### src/rtl/riscv_div_pkg.sv
// Shared definitions for the RV32M multi-cycle divider: op codes, FSM states, sizing.
package riscv_div_pkg;

    localparam int DIV_N = 32;
    localparam int DIV_CNT_W = $clog2(DIV_N);

    // op is funct3[1:0]; bit 0 set means unsigned, bit 1 set means remainder
    typedef enum logic [1:0] {
        OP_DIV  = 2'b00,
        OP_DIVU = 2'b01,
        OP_REM  = 2'b10,
        OP_REMU = 2'b11
    } div_op_e;

    localparam logic [1:0] S_IDLE = 2'd0;
    localparam logic [1:0] S_CALC = 2'd1;
    localparam logic [1:0] S_FIX  = 2'd2;

    function automatic logic is_signed_op(input logic [1:0] op);
        return ~op[0];
    endfunction

endpackage

### src/rtl/RippleCarryAdder.sv
// Plain ripple-carry adder; with b inverted and cin=1 it subtracts, cout being not-borrow.
module RippleCarryAdder #(
    parameter int N = 32
) (
    input  logic [N-1:0] a,
    input  logic [N-1:0] b,
    input  logic         cin,
    output logic [N-1:0] sum,
    output logic         cout
);

    logic [N:0] c;

    assign c[0] = cin;

    for (genvar i = 0; i < N; i++) begin : g_fa
        assign sum[i]   = a[i] ^ b[i] ^ c[i];
        assign c[i+1]   = (a[i] & b[i]) | (c[i] & (a[i] ^ b[i]));
    end

    assign cout = c[N];

endmodule

### src/rtl/riscv_div_unit_div_step.sv
// One restoring-division iteration: shift in the next dividend bit, try to subtract B.
module div_step #(
    parameter int N = 32
) (
    input  logic [N:0]   r,
    input  logic         q_msb,
    input  logic [N-1:0] b,
    output logic [N:0]   r_next,
    output logic         q_bit
);

    logic [N:0] t;
    logic [N:0] diff;
    logic       no_borrow;

    assign t = {r[N-1:0], q_msb};

    RippleCarryAdder #(.N(N + 1)) u_sub (
        .a    (t),
        .b    (~{1'b0, b}),
        .cin  (1'b1),
        .sum  (diff),
        .cout (no_borrow)
    );

    // R stays below B so r[N] is zero in practice; if it were set, T would
    // exceed N+1 bits and certainly be >= B, so it also forces a subtract.
    assign q_bit  = no_borrow | r[N];
    assign r_next = q_bit ? diff : t;

endmodule

### src/rtl/riscv_div_unit.sv
// RV32M divider (DIV/DIVU/REM/REMU): magnitude restoring divide, then sign and special-case fixup.
module riscv_div_unit
    import riscv_div_pkg::*;
#(
    parameter int N = DIV_N
) (
    input  logic         clk,
    input  logic         rst_n,
    input  logic         start,
    input  logic [1:0]   op,
    input  logic [N-1:0] a,
    input  logic [N-1:0] b,
    output logic         busy,
    output logic         done,
    output logic [N-1:0] result,
    output logic [1:0]   dbg_state
);

    // Handshake: a request is accepted on any edge where start=1 and busy=0
    // (including the done cycle); result is valid exactly in the cycle done=1.
    localparam int CW = $clog2(N);
    localparam logic [N-1:0] MIN_NEG = {1'b1, {(N-1){1'b0}}};

    logic [1:0]   state;
    logic [CW-1:0] cnt;
    logic [N:0]   r_q;
    logic [N-1:0] q_q;
    logic [N-1:0] b_q;
    logic [N-1:0] a_raw;
    logic [N-1:0] b_raw;
    logic [1:0]   op_q;
    logic         neg_q;
    logic         neg_r;

    logic         sgn_in;
    logic [N-1:0] a_mag;
    logic [N-1:0] b_mag;
    logic [N:0]   r_next;
    logic         q_bit;
    logic [N-1:0] quot;
    logic [N-1:0] rem;
    logic [N-1:0] fix_res;

    assign dbg_state = state;

    always_comb begin
        sgn_in = is_signed_op(op);
        a_mag  = (sgn_in && a[N-1]) ? -a : a;
        b_mag  = (sgn_in && b[N-1]) ? -b : b;
    end

    div_step #(.N(N)) u_step (
        .r      (r_q),
        .q_msb  (q_q[N-1]),
        .b      (b_q),
        .r_next (r_next),
        .q_bit  (q_bit)
    );

    // Divide-by-zero wins over signed overflow; both bypass the sign fixup.
    always_comb begin
        quot = neg_q ? -q_q : q_q;
        rem  = neg_r ? -r_q[N-1:0] : r_q[N-1:0];
        if (b_raw == '0) begin
            quot = '1;
            rem  = a_raw;
        end else if (is_signed_op(op_q) && a_raw == MIN_NEG && b_raw == '1) begin
            quot = a_raw;
            rem  = '0;
        end
        fix_res = op_q[1] ? rem : quot;
    end

    always_ff @(posedge clk) begin
        if (!rst_n) begin
            state  <= S_IDLE;
            cnt    <= '0;
            r_q    <= '0;
            q_q    <= '0;
            b_q    <= '0;
            a_raw  <= '0;
            b_raw  <= '0;
            op_q   <= '0;
            neg_q  <= 1'b0;
            neg_r  <= 1'b0;
            busy   <= 1'b0;
            done   <= 1'b0;
            result <= '0;
        end else begin
            done <= 1'b0;
            case (state)
                S_IDLE: begin
                    if (start) begin
                        state <= S_CALC;
                        busy  <= 1'b1;
                        op_q  <= op;
                        a_raw <= a;
                        b_raw <= b;
                        q_q   <= a_mag;
                        b_q   <= b_mag;
                        neg_q <= sgn_in & (a[N-1] ^ b[N-1]);
                        neg_r <= sgn_in & a[N-1];
                        r_q   <= '0;
                        cnt   <= CW'(N - 1);
                    end
                end
                S_CALC: begin
                    r_q <= r_next;
                    q_q <= {q_q[N-2:0], q_bit};
                    cnt <= cnt - CW'(1);
                    if (cnt == '0) state <= S_FIX;
                end
                S_FIX: begin
                    result <= fix_res;
                    done   <= 1'b1;
                    busy   <= 1'b0;
                    state  <= S_IDLE;
                end
                default: state <= S_IDLE;
            endcase
        end
    end

endmodule
### config.mk
export PLATFORM = sky130hd
export DESIGN_NAME = riscv_div_unit
export DESIGN_NICKNAME = d
export VERILOG_FILES = /design/src/rtl/riscv_div_pkg.sv /design/src/rtl/RippleCarryAdder.sv /design/src/rtl/riscv_div_unit_div_step.sv /design/src/rtl/riscv_div_unit.sv
export SDC_FILE = /design/constraint.sdc
export NUM_CORES = 1
export LEC_CHECK = 0
export ABC_AREA = 1
export CORE_ASPECT_RATIO = 2
export CORE_UTILIZATION = 55
export CTS_CLUSTER_DIAMETER = 120
export DETAILED_ROUTE_END_ITERATION = 7
export GPL_TIMING_DRIVEN = 0
export PLACE_DENSITY = 0.86
export SYNTH_ARGS = -nofsm -noshare
export SYNTH_HDL_FRONTEND = slang
export SYNTH_SLANG_ARGS = --single-unit
### constraint.sdc
create_clock -name clk -period 22.1 [get_ports clk]
set_input_delay 2.21 -clock clk [delete_from_list [all_inputs] [get_ports clk]]
set_output_delay 2.21 -clock clk [all_outputs]
set_load 0.02 [all_outputs]
After elaboration in Yosys (flattened, before gate mapping). Cells that the tools add are included.

Output and inout bits: 36. Bits of input ports: 69. Word-level logic and storage cells: 230. Bits in registers: 206.

Bitwise gates (word level): 171. Equality and inequality tests: 6. Reduce and logical (&&, ||, !) cells: 13. Add/sub/neg operators: 5. Mux-type cells: 22.

Operators by type and width (number): 2-to-1 mux 32 bit (10); negation 32 bit (4); bitwise AND 1 bit (67); 2-to-1 mux 33 bit (2); one-hot mux 33 bit (2 select lines) (1); bitwise XOR 1 bit (66); == test 32 bit (second input constant) (2); one-hot mux 32 bit (2 select lines) (1); OR 1 bit (34); inverter 32 -> 33 bit (1); logical NOT 32 bit (1); one-hot mux 5 bit (2 select lines) (1); AND reduction 2 bit (4); logical NOT 5 bit (1); 2-to-1 mux 5 bit (1); subtractor 5 x 1 -> 5 bit (second input constant) (1); logical AND 1 bit (4); 2-to-1 mux 2 bit (2); inequality test 2 bit (second input constant) (2); one-hot mux 2 bit (2 select lines) (1); nonzero test 2 bit (2); inverter 1 bit (3); == test 2 x 1 -> 1 bit (second input constant) (1); == test 2 bit (second input constant) (1); 3 further kinds (4).

Depth between registers and ports, before layout.
Depth after elaboration: 70. Gate-level depth with buffers: 47. Mapped depth without buffers: 46.

Hierarchy. Synthesis repeated with hierarchy kept, for this count alone.

Cell total of the unflattened synthesis: 2089. Area, all modules: 13319.0 um^2.

By module, submodules not included: riscv_div_unit (cells each 1903, seq. area each 4103.9 um^2, area each 11992.8 um^2, instances 1); RippleCarryAdder (cells each 43, seq. area each 0.0 um^2, area each 698.2 um^2, instances 1); div_step (cells each 143, seq. area each 0.0 um^2, area each 628.1 um^2, instances 1).

Worst setup path after synthesis. No wires, ideal clock.

Kind: register to register. Start: reg q_q[31]. End: reg r_q[26]. Data required time: 21.968 ns. Slack: 8.924 ns. Arrival time: 13.044 ns. Clock period less this slack: 13.176 ns. Library setup time: 0.132 ns. Buffers on the path: 2. Cell stages (with the launch flop): 48. Cell sequence: dfxtp_1 inv_1 ha_1 inv_1 fa_1 inv_1 fa_1 inv_1 fa_1 fa_1 fa_1 fa_1 fa_1 fa_1 fa_1 fa_1 fa_1 fa_1 (+12 left out) fa_1 fa_1 fa_1 fa_1 fa_1 inv_1 fa_1 inv_1 fa_1 inv_1 ha_1 inv_1 nor2_1 clkbuf_1 buf_1 nand2_1 o211ai_1 a21oi_1.

Longest elaborated chain between the ends: 69. Elaborated cells on any way between the ends: 71. Classes of those cells: mux (2); bitwise (69).

RTL lines: start: declaration (line riscv_div_unit.sv:27) `logic [N-1:0] q_q;`; start signal: assignment (line riscv_div_unit.sv:99) `q_q <= a_mag;`; start signal: assignment (line riscv_div_unit.sv:109) `q_q <= {q_q[N-2:0], q_bit};`; bitwise AND 1 bit / bitwise XOR 1 bit (equally long branches) (line RippleCarryAdder.sv:18) `assign c[i+1] = (a[i] & b[i]) | (c[i] & (a[i] ^ b[i]));`; OR 1 bit (*) (line RippleCarryAdder.sv:18); bitwise AND 1 bit (*) (line RippleCarryAdder.sv:18); OR 1 bit (*) (line RippleCarryAdder.sv:18); bitwise AND 1 bit (*) (line RippleCarryAdder.sv:18); OR 1 bit (*) (line RippleCarryAdder.sv:18); bitwise AND 1 bit (*) (line RippleCarryAdder.sv:18); OR 1 bit (*) (line RippleCarryAdder.sv:18); (+53 left out); OR 1 bit (line RippleCarryAdder.sv:18); bitwise AND 1 bit (line RippleCarryAdder.sv:18); OR 1 bit (line RippleCarryAdder.sv:18); bitwise AND 1 bit (line RippleCarryAdder.sv:18); OR 1 bit (line RippleCarryAdder.sv:18); OR 1 bit (line riscv_div_unit_div_step.sv:28) `assign q_bit = no_borrow | r[N];`; 2-to-1 mux 33 bit (*) (line riscv_div_unit_div_step.sv:29) `assign r_next = q_bit ? diff : t;`; one-hot mux 33 bit (2 select lines) (*) (line riscv_div_unit.sv:91) `case (state)`; end signal: assignment (line riscv_div_unit.sv:108) `r_q <= r_next;`; end: declaration (line riscv_div_unit.sv:26) `logic [N:0] r_q;`.

Every way passes the cells marked *; elsewhere a longest branch is shown, timed or not. A chain may end at the register's enable or synchronous reset.

Worst setup path after layout.
Start: reg b_q[0]. End: reg r_q[1].

Longest elaborated chain between the ends: 70. Elaborated cells on any way between the ends: 72. Classes of those cells: mux (2); bitwise (70).

RTL lines: start: declaration (line riscv_div_unit.sv:28) `logic [N-1:0] b_q;`; start signal: assignment (line riscv_div_unit.sv:100) `b_q <= b_mag;`; inverter 32 -> 33 bit (*) (line riscv_div_unit_div_step.sv:20) `.b (~{1'b0, b}),`; bitwise AND 1 bit / bitwise XOR 1 bit (equally long branches) (line RippleCarryAdder.sv:18); OR 1 bit (*) (line RippleCarryAdder.sv:18); bitwise AND 1 bit (line RippleCarryAdder.sv:18); OR 1 bit (line RippleCarryAdder.sv:18); bitwise AND 1 bit (line RippleCarryAdder.sv:18); OR 1 bit (line RippleCarryAdder.sv:18); bitwise AND 1 bit (line RippleCarryAdder.sv:18); (+54 left out); OR 1 bit (line RippleCarryAdder.sv:18); bitwise AND 1 bit (line RippleCarryAdder.sv:18); OR 1 bit (line RippleCarryAdder.sv:18); bitwise AND 1 bit (line RippleCarryAdder.sv:18); OR 1 bit (line RippleCarryAdder.sv:18); OR 1 bit (line riscv_div_unit_div_step.sv:28); 2-to-1 mux 33 bit (*) (line riscv_div_unit_div_step.sv:29); one-hot mux 33 bit (2 select lines) (*) (line riscv_div_unit.sv:91).

Marked as above.

==> reports/summary.txt <==
Sequential area share after synthesis = 31.1%
Post-synth EDFFs = 0
Total congestion overflow = 0
Setup CP Type = reg2reg
Vias in the first global route = 15000
Slowest-stage cell, CP = clkbuf_1
Crit path DAT = 15.31 ns
Detailed Route Iter0 Violations = 1510
Die Wd = 112 µm
Tightest Pin Transition = 1.07 ns
Vias = 15300
Core area = 0.0234 mm²
Clk slew on worst S/H paths = 0.07 ns
CTS root buf = clkbuf_16
Minimum clock period = 14.87 ns
Final period util = 67.3%
DRC viols = 2
Die area = 0.0246 mm²
Yosys synthesis warning count = 0
CP Launch Point = b_q[0]
Worst VDD drop = 96.0 µV
Max Slew Vio Count = 0
CTS tree = built
Total CTS buffers = 20
Cts repair resizes = 0
Port bufs = 103
Row Count = 79
First-pass GRT wire length = 87400 µm
I/O pins = 105
Final Net Count = 2294
Skew-Pair Late Insertion Delay = 0.55 ns
Failing checks = DRC
First-pass detailed-route iteration total = 8
# hold bufs at CTS = 0
F_max = 67.3 MHz
Post-DR wirelength/cell = 23.6 µm
Final setup margin = 7.23 ns
Layout cells sized above 1 = 6.14%
Worst R2R Start = b_q[0]
Synthesized instance count = 2061
Antenna cells = 0
PD cells = 102 mW/mm²
Syn Area/Cell = 6.40 µm²
# setup viols final = 0
Final Hold Viols = 0
CP endpoint kind = flop
Hold Path Origin = result[16]
Data required, critical path = 22.55 ns
Bufs and invs on worst path = 9
Largest net degree at the start of global routing = 16
Initial antenna violation count = 0
CP delay by family, top = adder cells
Max-cap violation count = 0
Min-delay worst type = reg2reg
Net Count, Synth = 2169
Status = finished with violations
H-Tree Depth = 1
Mapped Area = 0.0132 mm²
Post-route setup TNS = 0 ns
DIE HEIGHT = 221 µm
CP startpoint kind = flop
Ys flop type = dfxtp_1
Post-CTS Setup Bufs = 0
Vias/cell = 6.18
Gr usage total = 47.6%
Maximum clock path buffer count = 3
Effective utilization at floorplan = 56.3%
Critical path's most frequent cell = fa_1
RSZ-0062 raised after global routing = false
GPL Wtd Cong = 1.06
CP Max Fanout = 10
Leakage = 6.61 nW
Area Overhead vs Synth = 15.4%
Post-place setup slack = 7.49 ns
Detailed placer's ending HPWL = 45300 µm
Yosys reg bits = 205
Clock Sinks = 205
FFs w/ async S/R, synth = 0%
ANT nets after route = 0
Post-synth cell types = 48
Worst clock skew = 0.0386 ns
Relative slew slack = 28.6%
Largest stage delay, worst path = 0.57 ns
WL final = 58600 µm
synthesized netlist by cell type (11+ instances only):
cell | n | area [µm²]
nand2_1 | 491 | 1840
nor2_1 | 308 | 1160
dfxtp_1 | 205 | 4100
inv_1 | 202 | 758
nand3_1 | 156 | 781
a21oi_1 | 153 | 766
o21ai_0 | 128 | 641
clkbuf_1 | 49 | 184
buf_2 | 41 | 205
o211ai_1 | 39 | 293
a22oi_1 | 31 | 233
fa_1 | 31 | 621
nor3_1 | 25 | 125
nand4_1 | 21 | 131
nor2_2 | 16 | 100
o21ai_1 | 16 | 80.1
xor2_1 | 16 | 140
buf_1 | 11 | 41.3
nand2_2 | 11 | 68.8
flip-flops by register name, indices dropped and copies added (netlist names):
name and flops:
a_raw 32, r_q 33, done 1, b_q 32, neg_r 1, result 32
q_q 32, op_q 2, neg_q 1, dbg_state 2, busy 1, b_raw 31
cnt 5
worst min-delay path, delay by kind of cell, from the launching register on:
kind	cells	cell delay, ns
compound gates	1	0.05
simple gates	1	0.06
flops	1	0.31
final cells by class:
type                       count  area [µm²]
timing repair buffer         103        1030
multi-input combinational   1541        7840
clock buffer                  29         574
fill                        2218        8200
tap                          283         354
clock inverter                 6        77.6
inverter                     212         796
sequential                   205        4100
buffer                       103         453
worst paths after layout:
path,to,slack [ns],cells past startpoint
hold / removal,result[16],0.46,2
hold reg to reg,result[16],0.46,2
setup reg to reg,r_q[1],7.23,45
setup / recovery,r_q[1],7.23,45
layout by cell type (no fill, tap or decap), types with 16 or more instances in the layout:
cell type	n
a21oi_1	153
a22oi_1	31
buf_2	41
clkbuf_1	54
clkbuf_16	20
clkdlybuf4s50_1	103
dfxtp_1	205
fa_1	31
inv_1	202
nand2_1	491
nand3_1	156
nand4_1	21
nor2_1	308
nor2_2	16
nor3_1	25
o211ai_1	39
o21ai_0	128
o21ai_1	16
xor2_1	16
stage by stage:
| step | utilization [%] | instance area [µm²] | hold WS [ns] | power [mW] | cells |
|---|---|---|---|---|---|
| after global routing | 65.0 | 15200 | 0.486 | 1.64 | 2482 |
| after CTS | 65.0 | 15200 | 0.468 | 1.52 | 2482 |
| after detailed placement | 62.2 | 14600 | 0.456 | 1.17 | 2447 |
| after global placement | 62.2 | 14600 | 0.453 | 1.15 | 2447 |
| after floorplan | - | 13200 | 0.444 | 0.937 | 2061 |
| final | 65.0 | 15200 | 0.464 | 1.55 | 2482 |
power by group:
| part | leakage (nW) | total (mW) | internal (mW) | switching [mW] |
|---|---|---|---|---|
| combinational | 4.61 | 0.692 | 0.236 | 0.457 |
| clock | 0.319 | 0.357 | 0.195 | 0.163 |
| sequential | 1.68 | 0.497 | 0.417 | 0.0796 |
| total | 6.61 | 1.55 | 0.848 | 0.699 |
per-layer routing:
metal	GRT usage [%]	part of all wire [%]	vias up	wire, µm
met1	45.7	32	7038	18500
met2	80.2	47	907	27500
met4	53.2	14	0	8150
li1	-	-	7002	-
met5	0	0	-	0
met3	9.18	7.6	381	4460
cell families (layout without fill, tap and decap cells):
kind of cell / after synthesis / after routing / synth area share [%]
xor gates and xnor gates: 22 / 22 / 1.46
adders and majority gates: 39 / 39 / 5.46
AOI/OAI and AO/OA: 414 / 414 / 18.1
and+or+nand+nor: 1066 / 1066 / 34.4
buffers and inverters: 315 / 453 / 9.47
DFF: 205 / 205 / 31.1
Note: power is estimated with default switching activity, not from simulation.
